**config.mk**
```make
export PLATFORM = sky130hd
export DESIGN_NAME = mult_share_sched
export DESIGN_NICKNAME = d
export VERILOG_FILES = /design/src/rtl/mult_share_sched.sv
export SDC_FILE = /design/constraint.sdc
export NUM_CORES = 1
export LEC_CHECK = 0
export ABC_AREA = 1
export BUFFER_PORTS_ARGS = -buffer_cell sky130_fd_sc_hd__buf_4
export CAP_MARGIN = 40
export CORE_ASPECT_RATIO = 1.4
export CORE_MARGIN = 5
export CORE_UTILIZATION = 43
export CTS_CLUSTER_SIZE = 24
export DETAILED_ROUTE_END_ITERATION = 10
export PLACE_DENSITY = 0.76
export SETUP_SLACK_MARGIN = 0.15
export SYNTH_ARGS = -nofsm -noshare
export SYNTH_HDL_FRONTEND = slang
export SYNTH_SLANG_ARGS = --single-unit
```
**constraint.sdc**
```tcl
create_clock -name CLK -period 1.6 [get_ports CLK]
set_clock_uncertainty 0.2 [all_clocks]
set_input_delay 0.4 -clock CLK [delete_from_list [all_inputs] [get_ports CLK]]
set_output_delay 0.4 -clock CLK [all_outputs]
set_load 0.01 [all_outputs]
```
**src/rtl/mult_share_sched.sv**
```systemverilog
// Round-robin scheduler sharing one shift-and-add multiplier datapath between two requesters.
// Optional build macro SKIP_ZERO_EN ends an operation early once no set multiplier bits remain.
module mult_share_sched #(
    parameter int WIDTH = 4
) (
    input  logic                 CLK,
    input  logic                 RESET,
    input  logic [1:0]           REQ,
    input  logic [WIDTH-1:0]     A0,
    input  logic [WIDTH-1:0]     B0,
    input  logic [WIDTH-1:0]     A1,
    input  logic [WIDTH-1:0]     B1,
    input  logic [2*WIDTH-1:0]   ACC_Q,
    output logic                 OP_SEL,
    output logic [1:0]           SR_SEL,
    output logic                 ACC_LD,
    output logic                 ACC_CLR,
    output logic [1:0]           GNT,
    output logic [1:0]           DONE,
    output logic [2*WIDTH-1:0]   RESULT,
    output logic                 BUSY
);

    localparam int CNT_W = $clog2(WIDTH);
    localparam logic [CNT_W-1:0] CNT_LAST = CNT_W'(WIDTH - 1);

    localparam logic [1:0] SR_HOLD  = 2'd0;
    localparam logic [1:0] SR_LOAD  = 2'd1;
    localparam logic [1:0] SR_SHIFT = 2'd2;

    typedef enum logic [2:0] {
        S_IDLE    = 3'd0,
        S_LOAD    = 3'd1,
        S_BIT     = 3'd2,
        S_CAPTURE = 3'd3
    } state_t;

    state_t           state;
    state_t           state_next;
    logic             last;
    logic [WIDTH-1:0] b_lat;
    logic [CNT_W-1:0] cnt;
    logic [1:0]       eligible;
    logic             winner;
    logic             have_winner;
    logic [1:0]       grant_vec;

    // Multiplicands reach the datapath through the external operand mux driven by OP_SEL.
    logic unused_operands;
    assign unused_operands = ^{A0, A1};

    // A requester whose DONE is pulsing is not eligible, so a late-dropping REQ is not re-served.
    assign eligible    = REQ & ~DONE;
    assign have_winner = |eligible;
    assign winner      = (eligible == 2'b11) ? ~last : eligible[1];
    assign grant_vec   = OP_SEL ? 2'b10 : 2'b01;

`ifdef SKIP_ZERO_EN
    logic [WIDTH-1:0] b_remaining;
    logic             rest_zero;
    assign b_remaining = b_lat >> cnt;
    assign rest_zero   = (b_remaining[WIDTH-1:1] == '0);
`endif

    always_ff @(posedge CLK) begin
        if (RESET) begin
            state <= S_IDLE;
        end else begin
            state <= state_next;
        end
    end

    always_ff @(posedge CLK) begin
        if (RESET) begin
            last   <= 1'b1;
            OP_SEL <= 1'b0;
            b_lat  <= '0;
            cnt    <= '0;
            DONE   <= 2'b00;
            RESULT <= '0;
        end else begin
            DONE <= 2'b00;
            case (state)
                S_IDLE: begin
                    if (have_winner) begin
                        OP_SEL <= winner;
                        b_lat  <= winner ? B1 : B0;
                        last   <= winner;
                    end
                end
                S_LOAD: begin
                    cnt <= '0;
                end
                S_BIT: begin
                    cnt <= cnt + CNT_W'(1);
                end
                S_CAPTURE: begin
                    RESULT <= ACC_Q;
                    DONE   <= grant_vec;
                end
                default: begin
                    cnt <= '0;
                end
            endcase
        end
    end

    // One multiplier bit per BIT cycle, LSB first, while the datapath shifts the multiplicand.
    always_comb begin
        state_next = S_IDLE;
        SR_SEL     = SR_HOLD;
        ACC_LD     = 1'b0;
        ACC_CLR    = 1'b0;
        GNT        = 2'b00;
        BUSY       = (state != S_IDLE);
        case (state)
            S_IDLE: begin
                state_next = have_winner ? S_LOAD : S_IDLE;
            end
            S_LOAD: begin
                SR_SEL     = SR_LOAD;
                ACC_CLR    = 1'b1;
                GNT        = grant_vec;
                state_next = S_BIT;
`ifdef SKIP_ZERO_EN
                if (b_lat == '0) begin
                    state_next = S_CAPTURE;
                end
`endif
            end
            S_BIT: begin
                SR_SEL     = SR_SHIFT;
                ACC_LD     = b_lat[cnt];
                GNT        = grant_vec;
                state_next = (cnt == CNT_LAST) ? S_CAPTURE : S_BIT;
`ifdef SKIP_ZERO_EN
                if (rest_zero) begin
                    state_next = S_CAPTURE;
                end
`endif
            end
            S_CAPTURE: begin
                GNT        = grant_vec;
                state_next = S_IDLE;
            end
            default: begin
                state_next = S_IDLE;
            end
        endcase
    end

endmodule

```
==> results of run 1 <==
## registers in the layout, summed over array words and instances (netlist names)
signal	cells
last	1
state	2
OP_SEL	1
cnt	2
DONE	2
b_lat	4
RESULT	8
## placed cells by master (no fill, tap or decap), types with 2 or more instances in the layout
master and instances:
dfxtp_2 2, nand2_2 3, a21oi_1 8, buf_4 39, ha_1 2, buf_6 2, inv_2 5, inv_4 2
o21ai_0 8, nand3_1 10, inv_1 12, clkbuf_4 3, ha_4 5, dfxtp_1 15, nor3_1 2, dfxtp_4 3
nand2_1 14, nor2_1 17
## report_power, final
| part | internal, W | switching [W] | leakage [nW] |
|---|---|---|---|
| Clock | 0.000139 | 0.000155 | 0.0210 |
| Sequential | 0.000553 | 0.0000444 | 0.166 |
| Combinational | 0.000232 | 0.000230 | 0.499 |
## layout make-up
cell class | instances | area [um2]
Sequential cell | 20 | 414
Clock buffer | 4 | 36.3
Tap cell | 22 | 27.5
Fill cell | 186 | 722
Timing Repair Buffer | 41 | 315
Inverter | 19 | 76.3
Multi-Input combinational cell | 81 | 536
## path summary, 6_finish.rpt
kind	slack [ps]	cells past startpoint	start	end
min	110	3	ACC_Q[6]	RESULT[6]
min reg2reg	290	1	OP_SEL	DONE[0]
max	-180	5	state[0]	BUSY
max reg2reg	230	4	state[1]	state[0]
## cell families (layout without fill, tap and decap cells)
family | Yosys count | in the layout | synth area share (%)
flip-flops | 20 | 20 | 42.9
AND/OR/NAND/NOR | 52 | 52 | 25.3
AO/OA/AOI/OAI | 21 | 21 | 12.1
adder cells (fa/ha/maj) | 8 | 8 | 10.7
buffers and inverters | 21 | 64 | 8.98
## synth_stat cells
cell	instances
nor3_1	2
or2_2	1
dfxtp_1	20
a21oi_1	9
a211oi_1	1
buf_4	1
inv_2	4
ha_1	8
nor2_1	19
nand3_1	10
nand2_1	14
nand3_2	1
nand4_1	1
nand2_2	3
o211ai_1	1
a21boi_0	1
buf_2	1
inv_1	15
nand2_4	1
o21ai_0	9
## layer usage
metal / up-vias / share of wire, %
met5: - / 0
met4: 0 / 1.7
met3: 4 / 8.4
met2: 38 / 52
met1: 413 / 38
li1: 474 / -
## worst max-delay path: stages, from the launching register on
cell and delay [ps]:
dfxtp_2 370, inv_4 60, buf_4 140, ha_4 170, inv_2 50, buf_6 90
## timing repair
action                                  CTS  global route
gates resized for setup                  14            18
buffers inserted                          1             1
pin swaps                                 3             2
endpoints found under the setup margin    8            18
## per-stage QoR
step	cell area, um2	instances
after floorplan	937	122
after global placement	1240	181
after detailed placement	1240	181
after CTS	1330	186
after global routing	1410	187
final	1410	187
==> summary.md, run 1 <==
| Metric | Value |
|---|---|
| Outcome | `finished with violations` |
| Failing checks | `setup timing` |
| Final count of hold timing violations | `0` |
| Library cell used as clock root buffer | `clkbuf_4` |
| Worst hold path class | `in -> reg` |
| Detailed router's first-iteration violation count | `13` |
| Number of distinct standard cells referenced by the synthesized netlist | `20` |
| Yosys reg bits | `20` |
| Number of antenna violations at the first check in global routing | `0` |
| Number of search-and-repair iterations in the first detailed-routing pass | `4` |
| Vertical extent of the die | `65.1 um` |
| Worst-case headroom to the max-slew limit | `85.0%` |
| Cell types with the largest area share after synthesis | `dfxtp_1, ha_1, nor2_1` |
| Met2 Track Usage GR | `28.1%` |
| Placement Setup Slack | `58.7 ps` |
| Number of warnings issued by yosys | `0` |
| H-tree level count | `1` |
| Mapped Cells | `122` |
| Final setup violation count | `7` |
| Fin util | `66.1%` |
| Net count of the finished layout | `202` |
| Fraction of layout instances using a drive strength above 1 | `44.8%` |
| Final clock period utilization by the worst path | `111%` |
| VDD IR max | `0.706 mV` |
| Critical path launch point type | `flop` |
| Total via count in the routed design | `929` |
| Largest net degree at the start of global routing | `13` |
| Clock buffer count from CTS | `3` |
| GRT Residual Overflow | `0` |
| M3 GR Usage | `4.08%` |
| Actual slew at the worst max-slew pin | `225 ps` |
| Start-to-end type of the worst setup path | `reg -> out` |
| Share of the synthesized area in the top cell type | `42.9%` |
| PortBufs | `37` |
| Total of max-cap violations | `0` |
| Most crowded layer after global routing | `met2` |
| Required time at the endpoint of the critical path | `1000 ps` |
| Min Tclk post-route | `1780 ps` |
| Fin Setup TNS | `-851 ps` |
| Area of the core | `2130 um2` |
| Number of hold buffers added after cts | `0` |
| Clock input transition at the sequential cells of the worst setup and hold paths | `110 ps` |
| Total clock sinks | `20` |
| Maximum net fanout on the critical path | `4` |
| Worst Setup End Kind | `primary output` |
| ANT cells | `0` |
| Global-route wire length before repair | `3910 um` |
| Max Root-Sink Buffers | `2` |
| Cell area after synthesis | `933 um2` |
| Wirelength, routed | `2370 um` |
| FMAX | `563 MHz` |
| Sequential share of the synthesized area | `42.9%` |
| Latest clock arrival within the worst-skew pair | `300 ps` |
| Clock tree from TritonCTS | `yes` |
| Routed wire per std cell | `12.7 um` |
| Number of cell rows | `20` |
| Drt via density | `4.97` |
| Library cell with the largest summed area after synthesis | `dfxtp_1` |
| Synth Net Count | `158` |
| Fin Hold WS | `113 ps` |
| HPWL after DPL | `1750 um` |
| Area added between synthesis and finish | `50.5%` |
| CP Data Arrival Time | `1180 ps` |
| Die X | `49.4 um` |
| Leakage | `0.687 nW` |
| Fraction of met1 tracks used by global routing | `14.9%` |
| Count of antenna-violating nets left after detailed routing | `0` |
| Least setup slack across all paths after layout | `-175 ps` |
| Post-Synthesis Mean Instance Area | `7.65 um2` |
| Count of pins on the block boundary | `46` |
| Power after layout | `0.00135 W` |
| Full die area | `3220 um2` |
| Effective utilization at floorplan | `43.9%` |
| Routability congestion estimate | `0.749` |
| Overall Global Routing Usage | `15.0%` |
| Max-slew violation count | `0` |
| Setup repair after global routing missed its margin | `true` |
| DRC violations left | `0` |
| Power Density | `963 nW/um2` |
| Via count of the first global-routing pass | `977` |
No activity file was read; power rests on OpenSTA's default activity.
==> run 2: changes to the inputs <==
--- a/config.mk
+++ b/config.mk
@@ -5,7 +5,6 @@
 export SDC_FILE = /design/constraint.sdc
 export NUM_CORES = 1
 export LEC_CHECK = 0
-export ABC_AREA = 1
 export BUFFER_PORTS_ARGS = -buffer_cell sky130_fd_sc_hd__buf_4
 export CAP_MARGIN = 40
 export CORE_ASPECT_RATIO = 1.4
==> run 2 against run 1 <==
  * The flow still finishes with violations (setup timing)
  * Critical path depth down 2
  * Clock power is essentially flat
  * Critical endpoint is now ACC_LD
  * Critical path type unchanged
  * Final area increased by 9.7%
  * Combinational power rose by 29%
  * Routed wire length shrank 0.97%
  * Die area fell by 0.77%
  * Sequential share of layout area down 2.9 points
  * Sequential power down 2%
==> summary.md, run 2 <==
| Metric | Value |
|---|---|
| Flip-flop count of the largest register after layout | `8` |
| Prevailing post-synth register cell | `dfxtp_1` |
| Net count of the finished layout | `174` |
| Number of flops mapped to enable cells by yosys | `0` |
| Final standard cell count with taps included and fillers excluded | `159` |
| Power after layout | `0.00147 W` |
| Least setup slack across all paths after layout | `-390 ps` |
| Number of cell rows | `20` |
| Most used cells in the layout excluding fill and tap cells | `buf_4, dfxtp_1, nor2_1, buf_6, mux2i_1` |
| Worst hold path class | `in -> reg` |
| Final count of hold timing violations | `0` |
| Number of search-and-repair iterations in the first detailed-routing pass | `2` |
| Switching power | `0.000445 W` |
| Cell types with the largest area share after synthesis | `dfxtp_1, mux2i_1, ha_1` |
| Switching Fraction | `30.2%` |
| Placed cell count | `147` |
| Most frequent standard cell in the layout excluding fill and tap cells | `buf_4` |
| PortBufs | `37` |
| VDD IR max | `0.673 mV` |
| Routed wire per std cell | `14.8 um` |
| Library cell used as clock root buffer | `clkbuf_4` |
| Outcome | `finished with violations` |
| Total clock sinks | `20` |
| Start-to-end type of the worst setup path | `reg -> out` |
| Clock tree from TritonCTS | `yes` |
| Fraction of synthesis flops using an asynchronous set or reset pin | `0%` |
| Synth top cells by count | `dfxtp_1, nor2_1, mux2i_1` |
| DR WL met3 | `161 um` |
| FMAX | `502 MHz` |
| Largest net degree at the start of global routing | `21` |
| Failing checks | `setup timing` |
| H-tree level count | `1` |
| HPWL after DPL | `1470 um` |
| Full die area | `3190 um2` |
| Top metal layer carrying routed signals | `met4` |
| Clock input transition at the sequential cells of the worst setup and hold paths | `110 ps` |
| Synth Net Count | `125` |
| Wirelength, routed | `2350 um` |
| Clock buffer count from CTS | `3` |
| Number of hold buffers added after cts | `0` |
| Number of warnings issued by yosys | `0` |
| CP Data Arrival Time | `1390 ps` |
| Global-route wire length before repair | `3570 um` |
| P_int | `0.00103 W` |
| Most numerous cell in the Yosys netlist | `dfxtp_1` |
| First element of the critical path | `cnt[0]` |
| Routed met2 length | `1390 um` |
| Fraction of power consumed by sequential logic | `39.8%` |
| ANT cells | `0` |
| Max-slew violation count | `0` |
| R2R Path Start | `state[0]` |
| Fraction of power consumed by the clock network | `19.8%` |
| Effective utilization at floorplan | `43.5%` |
| Sequential share of the synthesized area | `43.3%` |
| GRT Residual Overflow | `0` |
| Share of the synthesized area in the top cell type | `43.3%` |
| Library cell with the largest summed area after synthesis | `dfxtp_1` |
| Detailed router's first-iteration violation count | `20` |
| Fraction of layout instances using a drive strength above 1 | `59.1%` |
| Required time at the endpoint of the critical path | `1000 ps` |
| Cell area after synthesis | `925 um2` |
| Latest clock arrival within the worst-skew pair | `300 ps` |
| Yosys reg bits | `20` |
| Setup repair after global routing missed its margin | `true` |
| Top reg by flops | `RESULT` |
| Number of distinct standard cells referenced by the synthesized netlist | `25` |
| Final clock period utilization by the worst path | `124%` |
| Area added between synthesis and finish | `66.7%` |
| Final setup violation count | `8` |
| Overall Global Routing Usage | `14.1%` |
| Fin Hold WS | `126 ps` |
| Routability congestion estimate | `0.666` |
| Source of the worst hold timing path | `ACC_Q[1]` |
| Total of max-cap violations | `0` |
| M1 wire length | `756 um` |
| Max Root-Sink Buffers | `2` |
| Worst-case headroom to the max-slew limit | `86.1%` |
| Power Density | `956 nW/um2` |
| Post-Synthesis Mean Instance Area | `10.4 um2` |
| Die X | `49.2 um` |
| Combinational share of power | `40.4%` |
| Total via count in the routed design | `815` |
| Drt via density | `5.13` |
| Count of antenna-violating nets left after detailed routing | `0` |
| Fin util | `72.5%` |
| Actual slew at the worst max-slew pin | `202 ps` |
| Vertical extent of the die | `64.9 um` |
| Via count of the first global-routing pass | `838` |
| Number of antenna violations at the first check in global routing | `0` |
| Fill count | `172` |
| Area of the core | `2130 um2` |
| Worst Setup End Kind | `primary output` |
| DRC violations left | `0` |
| Critical path launch point type | `flop` |
| Leakage | `0.677 nW` |
| Mapped Cells | `89` |
| Maximum net fanout on the critical path | `2` |
| Count of pins on the block boundary | `46` |
| Largest registers | `RESULT x8, b_lat x4` |
| Min Tclk post-route | `1990 ps` |
[run 2: cell types whose count changed after synthesis, moves of 3 or more]
cell | before | now
a211oi_1 | 1 | 4
a21oi_1 | 9 | 3
inv_1 | 15 | 4
inv_2 | 4 | 0
mux2i_1 | 0 | 13
nand2_1 | 14 | 1
nand2_2 | 3 | 0
nand3_1 | 10 | 1
nor2_1 | 19 | 15
o21ai_0 | 9 | 1
[run 2: logic make-up after synthesis]
logic type / Yosys count / synth area share (%)
buffers and inverters: 10 / 5.82
AOI/OAI and AO/OA: 10 / 8.12
adders and majority gates: 8 / 10.8
DFF: 20 / 43.3
and+or+nand+nor: 26 / 14.2
muxes: 15 / 17.7
[run 2: final cells by class]
type | instances | area, um2 | share of cell area (%)
multi-input combinational | 59 | 584 | 37.9
timing repair buffer | 50 | 458 | 29.7
sequential | 20 | 410 | 26.6
clock buffer | 4 | 36.3 | 2.35
tap | 22 | 27.5 | 1.79
inverter | 4 | 25.0 | 1.62
[run 2: critical path: stages (launching register included)]
cell and delay, ps:
dfxtp_2 350, mux4_2 480, and2_4 150, buf_6 110
[run 2: path summary, 6_finish.rpt]
check	depth (start not counted)	slack, ps	endpoint
worst max register to register	9	-30	OP_SEL
worst min-delay path	3	130	RESULT[1]
worst min register to register	1	290	DONE[0]
worst max-delay path	3	-390	ACC_LD
[run 2: stage by stage]
stage / setup WS (ps) / TNS (ps) / cell area, um2
5_1_grt: -448 / -1840 / 1540
3_3_place_gp: -74.5 / -74.5 / 1230
6_report: -390 / -985 / 1540
2_1_floorplan: 37.2 / 0 / 932
4_1_cts: -400 / -802 / 1440
3_5_place_dp: -70.5 / -70.5 / 1230
[run 2: metal layers]
| metal | GRT usage, % | vias to the layer above |
|---|---|---|
| met5 | 0 | - |
| met4 | 6.73 | 0 |
| met3 | 3.68 | 4 |
| met2 | 26.3 | 29 |
| met1 | 13.9 | 390 |
| li1 | - | 392 |
[run 2: power by group through the flow]
stage,clock (W),combinational [W],sequential [W]
after CTS,0.000299,0.000503,0.000582
after global placement,0,0.000346,0.000582
after floorplan,0,0.000221,0.000586
after detailed placement,0,0.000355,0.000585
final,0.000292,0.000595,0.000586
after global routing,0.000331,0.000642,0.000595
[run 2: timing repair]
action	4_1_cts	5_1_grt
buffers inserted	4	2
cloned	1	1
gates resized for setup	35	16
setup endpoints to repair	16	23
pin swaps	5	6
==> run 3: changes to the inputs <==
--- a/config.mk
+++ b/config.mk
@@ -8,7 +8,7 @@
 export BUFFER_PORTS_ARGS = -buffer_cell sky130_fd_sc_hd__buf_4
 export CAP_MARGIN = 40
 export CORE_ASPECT_RATIO = 1.4
-export CORE_MARGIN = 5
+export CORE_MARGIN = 10
 export CORE_UTILIZATION = 43
 export CTS_CLUSTER_SIZE = 24
 export DETAILED_ROUTE_END_ITERATION = 10
==> run 3 against run 2 <==
  * The flow still finishes with violations (setup timing)
  * Sequential cell count did not move
  * Sequential power barely moved
  * Non-clock buffer count rose by 2
  * Setup slack got worse by 14 ps
  * Via count fell by 0.74%
  * Clock power fell by 18%
  * Fmax fell by 0.68%
  * Die area rose by 39%
  * Combinational power rose by 3.9%
==> summary.md, run 3 (synthesis gave the netlist of run 2 again) <==
| Metric | Value |
|---|---|
| Final Instance Area | `1550 um2` |
| Fin util | `77.4%` |
| Top metal layer carrying routed signals | `met4` |
| Most used cells in the layout excluding fill and tap cells | `buf_4, dfxtp_1, buf_6` |
| Hold Crit Depth | `3` |
| VDD IR max | `0.708 mV` |
| Critical path launch point type | `flop` |
| Area of the core | `2000 um2` |
| Outcome | `finished with violations` |
| Largest registers | `RESULT x8, b_lat x4` |
| Leakage | `0.672 nW` |
| Area added between synthesis and finish | `67.1%` |
| Fraction of layout instances using a drive strength above 1 | `60.1%` |
| CP Data Arrival Time | `1400 ps` |
| Required time at the endpoint of the critical path | `1000 ps` |
| Placement Cell Area | `1240 um2` |
| P_int | `0.000993 W` |
| Clock input transition at the sequential cells of the worst setup and hold paths | `120 ps` |
| Max-slew violation count | `0` |
| Routability congestion estimate | `0.666` |
| Min Tclk post-route | `2000 ps` |
| Most frequent standard cell in the layout excluding fill and tap cells | `buf_4` |
| Total of max-cap violations | `0` |
| Worst Setup End Kind | `primary output` |
| DR WL met3 | `189 um` |
| Total clock sinks | `20` |
| Combinational share of power | `42.7%` |
| Clock buffer count from CTS | `3` |
| Source of the worst hold timing path | `ACC_Q[2]` |
| Largest net degree at the start of global routing | `21` |
| Net count of the finished layout | `176` |
| FMAX | `499 MHz` |
| Endpoint of the worst hold-timing path | `RESULT[2]` |
| Latest clock arrival within the worst-skew pair | `300 ps` |
| Total via count in the routed design | `809` |
| Final setup violation count | `7` |
| Via count of the first global-routing pass | `892` |
| Failing checks | `setup timing` |
| Flip-flop count of the largest register after layout | `8` |
| Fraction of power consumed by sequential logic | `40.7%` |
| GRT Residual Overflow | `0` |
| Number of antenna violations at the first check in global routing | `0` |
| M1 wire length | `979 um` |
| Library cell used as clock root buffer | `clkbuf_4` |
| Die X | `59.2 um` |
| Setup repair after global routing missed its margin | `true` |
| Routed wire per std cell | `16.0 um` |
| Global-route wire length before repair | `3970 um` |
| DRC violations left | `0` |
| Actual slew at the worst max-slew pin | `233 ps` |
| Fill count | `137` |
| Fraction of power consumed by the clock network | `16.6%` |
| Switching Fraction | `31.4%` |
| Wirelength, routed | `2540 um` |
| ANT cells | `0` |
| H-tree level count | `1` |
| Cell depth of the worst flop-to-flop path | `8` |
| Final clock period utilization by the worst path | `125%` |
| Number of cell rows | `19` |
| Full die area | `4430 um2` |
| Start-to-end type of the worst setup path | `reg -> out` |
| Register-to-Register Setup Slack | `40 ps` |
| R2R Path Start | `state[0]` |
| Worst-case headroom to the max-slew limit | `84.5%` |
| Final count of hold timing violations | `0` |
| Overall Global Routing Usage | `11.1%` |
| Number of search-and-repair iterations in the first detailed-routing pass | `2` |
| Vertical extent of the die | `74.9 um` |
| Endpoint of the most critical register-to-register path | `OP_SEL` |
| Count of pins on the block boundary | `46` |
| Power Density | `936 nW/um2` |
| Clock tree from TritonCTS | `yes` |
| Number of hold buffers added after cts | `0` |
| Maximum net fanout on the critical path | `2` |
| Effective utilization at floorplan | `46.3%` |
| Least setup slack across all paths after layout | `-404 ps` |
| HPWL after DPL | `1710 um` |
| Max Root-Sink Buffers | `2` |
| Top reg by flops | `RESULT` |
| Switching power | `0.000453 W` |
| Count of antenna-violating nets left after detailed routing | `0` |
| PortBufs | `37` |
| Worst hold path class | `in -> reg` |
| Detailed router's first-iteration violation count | `5` |
| Drt via density | `5.09` |
| Routed met2 length | `1360 um` |
[run 3: cell type report]
| cell class | instances | area, um2 | share of cell area, % |
|---|---|---|---|
| repair buffers | 52 | 459 | 29.7 |
| flip-flops and latches | 20 | 413 | 26.7 |
| inverters | 4 | 27.5 | 1.78 |
| well taps | 21 | 26.3 | 1.70 |
| multi-input cells | 59 | 597 | 38.6 |
| clock buffers | 3 | 22.5 | 1.46 |
[run 3: power by group through the flow]
stage               sequential, W  combinational, W  clock (W)
floorplan                0.000586          0.000221          0
global placement         0.000582          0.000358          0
detailed placement       0.000585          0.000366          0
CTS                      0.000583          0.000502   0.000243
global route             0.000597          0.000663   0.000260
finish                   0.000588          0.000618   0.000240
[run 3: critical path: stages, from the launching register on]
cell     delay, ps
dfxtp_2        360
mux4_2         490
and2_4         150
buf_6          110
[run 3: worst max-delay path by stage]
stage | startpoint | endpoint | slack [ps] | cells past startpoint
floorplan | cnt[0] | ACC_LD | 40 | 2
global placement | cnt[0] | ACC_LD | -80 | 3
detailed placement | cnt[0] | ACC_LD | -80 | 3
CTS | cnt[0] | ACC_LD | -410 | 3
global route | cnt[0] | ACC_LD | -450 | 3
finish | cnt[0] | ACC_LD | -400 | 3
[run 3: per-layer routing]
layer  global-route usage [%]  vias to the layer above
li1                         -                      398
met1                     10.7                      382
met2                     20.3                       27
met3                     4.88                        2
met4                     3.84                        0
met5                        0                        -
[run 3: what timing repair did]
action,CTS,global route
gates resized for setup,31,22
hold endpoints to repair,0,0
cloned,1,0
pin swaps,4,6
setup endpoints to repair,16,24
setup buffers,4,5
[run 3: metrics by stage]
stage                     std cells  setup TNS (ps)  hold WS (ps)  worst slack (ps)  total power [W]
final                           159           -1130           133              -404          0.00145
after global placement          146           -77.4           274             -77.4         0.000939
after CTS                       154            -991           129              -407          0.00133
after floorplan                  89               0           265              37.2         0.000806
after detailed placement        146           -80.6           289             -80.6         0.000951
after global routing            159           -1460           151              -454          0.00152
